`config.mk`:
```
export PLATFORM = sky130hd
export DESIGN_NAME = pu_alu_seq
export DESIGN_NICKNAME = d
export VERILOG_FILES = /design/src/rtl/pu_alu_seq.sv
export SDC_FILE = /design/constraint.sdc
export NUM_CORES = 1
export LEC_CHECK = 0
export ABC_AREA = 0
export BUFFER_PORTS_ARGS = -buffer_cell sky130_fd_sc_hd__buf_2
export CORE_ASPECT_RATIO = 1.4
export CORE_MARGIN = 8
export CORE_UTILIZATION = 45
export DETAILED_ROUTE_END_ITERATION = 16
export PLACE_DENSITY = 0.62
export SLEW_MARGIN = 20
export SYNTH_ARGS = -nofsm -noshare
export SYNTH_HDL_FRONTEND = slang
export SYNTH_SLANG_ARGS = --single-unit
```
`constraint.sdc`:
```
create_clock -name clk -period 7.7 [get_ports clk]
set_input_delay 0.77 -clock clk [delete_from_list [all_inputs] [get_ports clk]]
set_output_delay 0.77 -clock clk [all_outputs]
set_load 0.03 [all_outputs]
```
`src/rtl/pu_alu_seq.sv`:
```
// rtl/pu_alu_seq.sv - micro-op table sequencer driving the PU ALU issue port
module pu_alu_seq #(
    parameter int FN_WIDTH   = 3,
    parameter int IMM_WIDTH  = 16,
    parameter int NUM_OPS    = 8,
    parameter int LOOP_WIDTH = 16,
    parameter int A_W        = $clog2(NUM_OPS)
) (
    input  logic                          clk,
    input  logic                          resetn,
    input  logic                          cfg_wr_en,
    input  logic [A_W-1:0]                cfg_wr_addr,
    input  logic [FN_WIDTH+IMM_WIDTH:0]   cfg_wr_data,
    input  logic [A_W:0]                  cfg_num_ops,
    input  logic [LOOP_WIDTH-1:0]         cfg_loop_count,
    input  logic                          start,
    output logic                          busy,
    output logic                          done,
    input  logic                          op_valid,
    output logic                          op_ready,
    output logic                          alu_fn_valid,
    output logic [FN_WIDTH-1:0]           alu_fn,
    output logic [IMM_WIDTH-1:0]          alu_imm,
    output logic                          alu_in1_src,
    output logic                          alu_out_valid,
    output logic                          alu_out_last
);

    localparam int E_W = 1 + FN_WIDTH + IMM_WIDTH;
    localparam logic [A_W:0] MAX_OPS = (A_W+1)'(NUM_OPS);

    typedef enum logic [1:0] {S_IDLE, S_ISSUE, S_DRAIN} state_t;

    state_t                 state_q, state_d;
    logic [E_W-1:0]         tbl_q [NUM_OPS];
    logic [E_W-1:0]         tbl_d [NUM_OPS];
    logic [A_W:0]           num_ops_q, num_ops_d;
    logic [LOOP_WIDTH-1:0]  loop_q, loop_d;
    logic [LOOP_WIDTH-1:0]  iter_q, iter_d;
    logic [A_W-1:0]         op_idx_q, op_idx_d;
    logic                   busy_q, busy_d;
    logic                   done_q, done_d;
    logic                   op_ready_q, op_ready_d;
    logic                   out_valid_q, out_valid_d;
    logic                   out_last_q, out_last_d;

    logic                   issue;
    logic                   last_op;
    logic                   last_iter;
    logic                   last_issue;
    logic                   cfg_bad;
    logic [E_W-1:0]         entry;

    assign issue      = op_valid && (state_q == S_ISSUE);
    assign entry      = tbl_q[op_idx_q];
    // Compare against the terminal values before incrementing so a full-scale
    // loop count never needs an extra counter bit.
    assign last_op    = ({1'b0, op_idx_q} == (num_ops_q - (A_W+1)'(1)));
    assign last_iter  = (iter_q == (loop_q - LOOP_WIDTH'(1)));
    assign last_issue = issue && last_op && last_iter;
    assign cfg_bad    = (cfg_num_ops == '0) || (cfg_loop_count == '0) ||
                        (cfg_num_ops > MAX_OPS);

    always_comb begin
        state_d     = state_q;
        tbl_d       = tbl_q;
        num_ops_d   = num_ops_q;
        loop_d      = loop_q;
        iter_d      = iter_q;
        op_idx_d    = op_idx_q;
        busy_d      = busy_q;
        op_ready_d  = op_ready_q;
        done_d      = 1'b0;
        out_valid_d = issue;
        out_last_d  = last_issue;

        if (cfg_wr_en && (state_q == S_IDLE)) begin
            tbl_d[cfg_wr_addr] = cfg_wr_data;
        end

        case (state_q)
            S_IDLE: begin
                if (start) begin
                    if (cfg_bad) begin
                        done_d = 1'b1;
                    end else begin
                        num_ops_d  = cfg_num_ops;
                        loop_d     = cfg_loop_count;
                        op_idx_d   = '0;
                        iter_d     = '0;
                        state_d    = S_ISSUE;
                        busy_d     = 1'b1;
                        op_ready_d = 1'b1;
                    end
                end
            end
            S_ISSUE: begin
                if (issue) begin
                    if (last_issue) begin
                        state_d    = S_DRAIN;
                        op_ready_d = 1'b0;
                        done_d     = 1'b1;
                        op_idx_d   = '0;
                    end else if (last_op) begin
                        op_idx_d = '0;
                        iter_d   = iter_q + LOOP_WIDTH'(1);
                    end else begin
                        op_idx_d = op_idx_q + A_W'(1);
                    end
                end
            end
            S_DRAIN: begin
                state_d = S_IDLE;
                busy_d  = 1'b0;
            end
            default: begin
                state_d    = S_IDLE;
                busy_d     = 1'b0;
                op_ready_d = 1'b0;
            end
        endcase
    end

    always_ff @(posedge clk or negedge resetn) begin
        if (!resetn) begin
            state_q     <= S_IDLE;
            tbl_q       <= '{default: '0};
            num_ops_q   <= '0;
            loop_q      <= '0;
            iter_q      <= '0;
            op_idx_q    <= '0;
            busy_q      <= 1'b0;
            done_q      <= 1'b0;
            op_ready_q  <= 1'b0;
            out_valid_q <= 1'b0;
            out_last_q  <= 1'b0;
        end else begin
            state_q     <= state_d;
            tbl_q       <= tbl_d;
            num_ops_q   <= num_ops_d;
            loop_q      <= loop_d;
            iter_q      <= iter_d;
            op_idx_q    <= op_idx_d;
            busy_q      <= busy_d;
            done_q      <= done_d;
            op_ready_q  <= op_ready_d;
            out_valid_q <= out_valid_d;
            out_last_q  <= out_last_d;
        end
    end

    // The ALU must see a NOP whenever nothing is issued.
    assign alu_fn_valid  = issue;
    assign alu_fn        = issue ? entry[IMM_WIDTH +: FN_WIDTH] : '0;
    assign alu_imm       = issue ? entry[IMM_WIDTH-1:0] : '0;
    assign alu_in1_src   = issue ? entry[E_W-1] : 1'b0;

    assign busy          = busy_q;
    assign done          = done_q;
    assign op_ready      = op_ready_q;
    assign alu_out_valid = out_valid_q;
    assign alu_out_last  = out_last_q;

endmodule

```
# Word-level counts from Yosys, hierarchy flattened
# Index checks and enable logic that the tools add are counted.
totals:
  register_bits: 206
  latchBits: 0
  ramBits: 0
  mem_bits_ro: 0
  input_bits: 48
  memories: 0
classes:
  addsub: 4
  n_mul: 0
  n_div: 0
  n_lt_le_gt_ge: 4
  n_eq_ne: 10
  shift: 0
  n_mux: 37
  bitwise: 5
  n_reduce_logical: 17
ops:
  columns: ["op", "count"]
  rows:
  - ["160-bit bitwise mux", 1]
  - ["16-bit 2-to-1 mux", 6]
  - ["20-bit binary-select mux with 3-bit select", 1]
  - ["20-bit demux with 3-bit select", 1]
  - ["20-bit 2-to-1 mux", 3]
  - ["16-bit case mux with 2 select lines", 1]
  - ["3-bit 2-to-1 mux", 6]
  - ["16-bit by 1-bit adder with 16-bit output (second input constant)", 1]
  - ["16-bit equality test", 1]
  - ["16-bit zero test", 1]
  - ["16-bit by 1-bit subtractor with 16-bit output (second input constant)", 1]
  - ["2-bit != test (second input constant)", 6]
  - ["1-bit 2-to-1 mux", 9]
  - ["4-bit greater-or-equal comparator (second input constant)", 2]
  - ["2-bit 2-to-1 mux", 4]
  - ["3-bit NOT with 4-bit output", 2]
  - ["4-bit AND reduction", 2]
  - ["3-bit case mux with 2 select lines", 1]
  - ["3-bit AND reduction", 2]
  - ["6-bit AND reduction", 1]
  - ["1-bit logical AND", 5]
  - ["5-bit AND reduction", 1]
  - ["3-bit by 4-bit equality test with 1-bit output", 1]
  - ["4-bit greater-than comparator (second input constant)", 1]
  - ["13 further kinds", 17]

# Depth between registers and ports, before layout
depth:
  word_depth: 7
  mapped_depth: 11
  mapped_depth_nobuf: 9

# Worst setup path after synthesis
# OpenSTA, ideal clock, no wires.
synth_path:
  path_kind: "reg2out"
  start: "register op_idx_q[0]"
  end: "output alu_fn[0]"
  arrival_ns: 1.995
  slack_ns: 4.935
  stages_incl_launch_ff: 6
  path_cell_list: "dfrtp_1 clkbuf_1 buf_1 mux4_2 mux2i_1 nor2_1"
synth_via:
  elab_chain_cells: 5
synth_lines:
  columns: ["element", "line", "rtl"]
  rows:
  - ["start: declaration", "40", "logic [A_W-1:0] op_idx_q, op_idx_d;"]
  - ["start signal: assignment", "143", "op_idx_q <= op_idx_d;"]
  - ["3-bit NOT with 4-bit output (implied by the code)", "55", "assign entry = tbl_q[op_idx_q];"]
  - ["20-bit binary-select mux with 3-bit select", "55", null]
  - ["20-bit 2-to-1 mux (implied by the code) (2 in series)", "55", null]
  - ["3-bit 2-to-1 mux", "154", "assign alu_fn = issue ? entry[IMM_WIDTH +: FN_WIDTH] : '0;"]
  - ["end: declaration", "22", "output logic [FN_WIDTH-1:0] alu_fn,"]
# Every way passes these cells. The select of a mux whose other input is x is not followed.

# Worst setup path in the final report
layout_path:
  start: "register op_idx_q[0]"
  end: "output alu_imm[15]"
layout_via:
  elab_chain_cells: 5
layout_lines:
  columns: ["element", "line", "rtl"]
  rows:
  - ["3-bit NOT with 4-bit output (implied by the code)", "55", null]
  - ["20-bit binary-select mux with 3-bit select", "55", null]
  - ["20-bit 2-to-1 mux (implied by the code) (2 in series)", "55", null]
  - ["16-bit 2-to-1 mux", "155", "assign alu_imm = issue ? entry[IMM_WIDTH-1:0] : '0;"]
  - ["end: declaration", "23", "output logic [IMM_WIDTH-1:0] alu_imm,"]
# Every way passes these cells. The select of a mux whose other input is x is not followed.

==> flow_summary_export.csv <==
group,metric,value,unit
timing,final-max-slew-violation-count,0,
timing,setup_repair_after_global_routing_missed_its_margin,"no",
power,p_leak,0.00559,uW
logic_synthesis,yosysSeqAreaShare,0.517,
cts,post_cts_resized,0,
cts,tritoncts,"built",
layout,fin_util,0.525,
logic_synthesis,ys.warnings.count,0,
timing,final.period_utilization,0.439,
power,power.density,228,nW/um^2
logic_synthesis,synth.top_cell.area_share,0.517,
place,detailed_place_hpwl,15500,um
timing,maxSlewHeadroom,0.350,
critical_path,worstPathArrival,2.61,ns
critical_path,worstPathMaxFanout,44,
logic_synthesis,synth_edf_count,0,
logic_synthesis,syn-instance-count,766,
layout,multi_input_gate_area,4590,um^2
cts,cts_hold_buf,0,
place,port-buffer-count,73,
grt,antenna_found_initial,2,
routing,wl_met2,12400,um
cts,clk_latency,0.50,ns
routing,highest-signal-layer,"met5",
logic_synthesis,synth_cell_type_count,61,
timing,timing_worst_slew_pin_value,0.974,ns
logic_synthesis,synth_nets,818,
grt,globalRouteTotalUtil,0.183,
layout,mostFrequentLayoutCell,"sky130_fd_sc_hd__dfrtp_1",
logic_synthesis,post_synth_top_flop,"sky130_fd_sc_hd__dfrtp_1",
routing,drt-initial-drc-count,314,
run,cap_viol_max_count,0,
layout,drive_above_1_share,0.407,
grt,wire_length_of_the_first_global_routing_pass,39300,um
cts,cts_buffers,23,
timing,finalClockSkew,0.0111,ns
layout,fillers,1854,
critical_path,worst_ep_required_time,6.93,ns
cts,clock_sink_count,206,
grt,grt_max_degree,121,
cts,ctsRootBufferMaster,"sky130_fd_sc_hd__clkbuf_16",
routing,route.detailed.vias_per_inst,5.70,
critical_path,crit_type,"reg2out",
routing,drt-pass1-iter-count,4,
layout,final_net_count,889,
die,core_area,21800,um^2
layout,most_frequent_cells_in_the_layout,"sky130_fd_sc_hd__dfrtp_1 (204), sky130_fd_sc_hd__mux2_2 (160), sky130_fd_sc_hd__buf_2 (72), sky130_fd_sc_hd__nand2_1 (71), sky130_fd_sc_hd__mux4_2 (40)",
logic_synthesis,synth.area.top_cells,"sky130_fd_sc_hd__dfrtp_1 (52%), sky130_fd_sc_hd__mux2_2 (18%), sky130_fd_sc_hd__mux4_2 (9.0%)",
cts,clkSlewWorstSetupHoldPaths,0.06,ns
routing,post-route-drc-count,0,
die,pin_count,74,
timing,fmax,0.296,GHz
layout,layout-area-overhead-vs-synth,14.7,%
routing,wl_per_cell,20.9,um
die,die_y,192,um
logic_synthesis,async_flop_share,1.00,
die,floorplan.die_area,27200,um^2
cts,h-tree-depth,1,
power,vdd_drop_max,0.174,mV
routing,route.antenna.remaining_nets,0,
die,die_w,142,um
critical_path,critPathLaunchType,"flop",
logic_synthesis,yosys_register_bits,206,
cts,postCtsSetupRepairBufs,0,
timing,period_needed,3.38,ns
timing,hold_viol,0,
critical_path,cp-end-kind,"output pin",
logic_synthesis,post-synth-top-area-cell,"sky130_fd_sc_hd__dfrtp_1",
routing,num_vias,6554,
timing,setup-violations-final,0,
die,row_count,64,
layout,antenna-diode-count,0,
routing,finalWirelength,24000,um
status,status,"complete, no violations",
routing,met3_length,1190,um
grt,globalRoute.totalOverflow,0,
cts,clk_path_buf_depth,3,
die,initial_core_util,0.458,
logic_synthesis,synth.avg_cell_area,13.0,um^2
layout,storage_element_area,5160,um^2
grt,vias_in_the_first_global_route,7297,
place,place.gp.congestion,0.816,
min_path,min-delay-path-class,"in2async",
routing,wirelength_met1,9820,um
logic_synthesis,syn_area,9970,um^2
timing,final.setup.tns,0,ns
==> cells by family (layout without fill, tap and decap cells) <==
| family | Yosys count | count (layout) | share of synthesized area |
|---|---|---|---|
| AND/OR/NAND/NOR | 196 | 196 | 0.103 |
| XOR/XNOR | 21 | 21 | 0.0185 |
| buffers and inverters | 53 | 140 | 0.0228 |
| adder cells (fa/ha/maj) | 4 | 4 | 0.00502 |
| flip-flops | 206 | 206 | 0.517 |
| AO/OA/AOI/OAI | 63 | 63 | 0.0383 |
| multiplexers | 223 | 223 | 0.295 |
==> final cells by class <==
class | count | area share
clock buffers | 29 | 0.0558
clock inverters | 12 | 0.0124
inverters | 9 | 0.00295
multi-input cells | 507 | 0.401
flip-flops and latches | 206 | 0.451
well taps | 297 | 0.0325
repair buffers | 90 | 0.0442
==> flip-flops by register name, indices dropped and copies added, names as in the netlist <==
register       count
tbl_q            160
iter_q            16
loop_q            16
num_ops_q          4
op_idx_q           3
state_q            2
alu_out_last       1
alu_out_valid      1
busy               1
done               1
op_ready           1
==> metrics by stage <==
stage	power (uW)	hold WS [ns]	setup slack (ns)	instance area, um^2	cells
detailed placement	1520	0.488	4.24	10600	1108
CTS	2650	0.459	4.21	11400	1149
global placement	1510	0.481	4.38	10600	1108
global route	2730	0.487	4.13	11400	1150
floorplan	1390	0.467	4.94	9970	766
finish	2610	0.407	4.32	11400	1150
==> per-layer routing <==
layer	GRT usage	up-vias
met4	0.0547	2
met3	0.0341	46
met2	0.330	151
met5	0	-
met1	0.216	3401
li1	-	2954
==> synth_stat cells (2+ instances only) <==
cell                       count
sky130_fd_sc_hd__nand2b_1      6
sky130_fd_sc_hd__buf_6         3
sky130_fd_sc_hd__and3_1        8
sky130_fd_sc_hd__ha_1          4
sky130_fd_sc_hd__nand2_1      71
sky130_fd_sc_hd__o21ai_0      26
sky130_fd_sc_hd__a21oi_1      17
sky130_fd_sc_hd__buf_1         6
sky130_fd_sc_hd__a31oi_1       4
sky130_fd_sc_hd__or3_1        12
sky130_fd_sc_hd__nand4_1       9
sky130_fd_sc_hd__or4_4         2
sky130_fd_sc_hd__nor4_1        8
sky130_fd_sc_hd__nor2b_1       6
sky130_fd_sc_hd__mux2i_1      22
sky130_fd_sc_hd__a211oi_1      2
sky130_fd_sc_hd__dfrtp_1     206
sky130_fd_sc_hd__mux2_2      160
sky130_fd_sc_hd__nand3_1      13
sky130_fd_sc_hd__mux4_2       40
sky130_fd_sc_hd__nand4b_1      2
sky130_fd_sc_hd__nor4_4        2
sky130_fd_sc_hd__xnor2_1      14
sky130_fd_sc_hd__nor3b_1       3
sky130_fd_sc_hd__nor2_1       33
sky130_fd_sc_hd__o31ai_1       2
sky130_fd_sc_hd__clkbuf_1     32
sky130_fd_sc_hd__xor2_1        7
sky130_fd_sc_hd__inv_1         9
sky130_fd_sc_hd__nor3_1        6
==> worst paths after layout <==
kind	start	slack [ns]	cells past startpoint	to
worst min register to register	tbl_q[29]	0.50	1	tbl_q[29]
max in group asynchronous	resetn	5.89	2	tbl_q[157]
worst max register to register	loop_q[2]	4.57	7	iter_q[0]
min in group clk	cfg_loop_count[8]	0.49	3	loop_q[8]
worst min-delay path	resetn	0.41	1	alu_out_valid
worst max-delay path	op_idx_q[0]	4.32	5	alu_imm[15]
==> worst max-delay path, cell delays in order (launching register included) <==
cell and delay [ns]:
sky130_fd_sc_hd__dfrtp_2 0.34, sky130_fd_sc_hd__buf_4 0.69, sky130_fd_sc_hd__mux4_2 0.61, sky130_fd_sc_hd__mux2i_1 0.16, sky130_fd_sc_hd__nor2_1 0.09, sky130_fd_sc_hd__buf_2 0.21
==> power by group <==
| part | internal [uW] | switching [uW] |
|---|---|---|
| Clock | 686 | 435 |
| Sequential | 1100 | 17.2 |
| Combinational | 145 | 226 |
| Total | 1930 | 679 |
No activity file was read; power rests on OpenSTA's default activity.
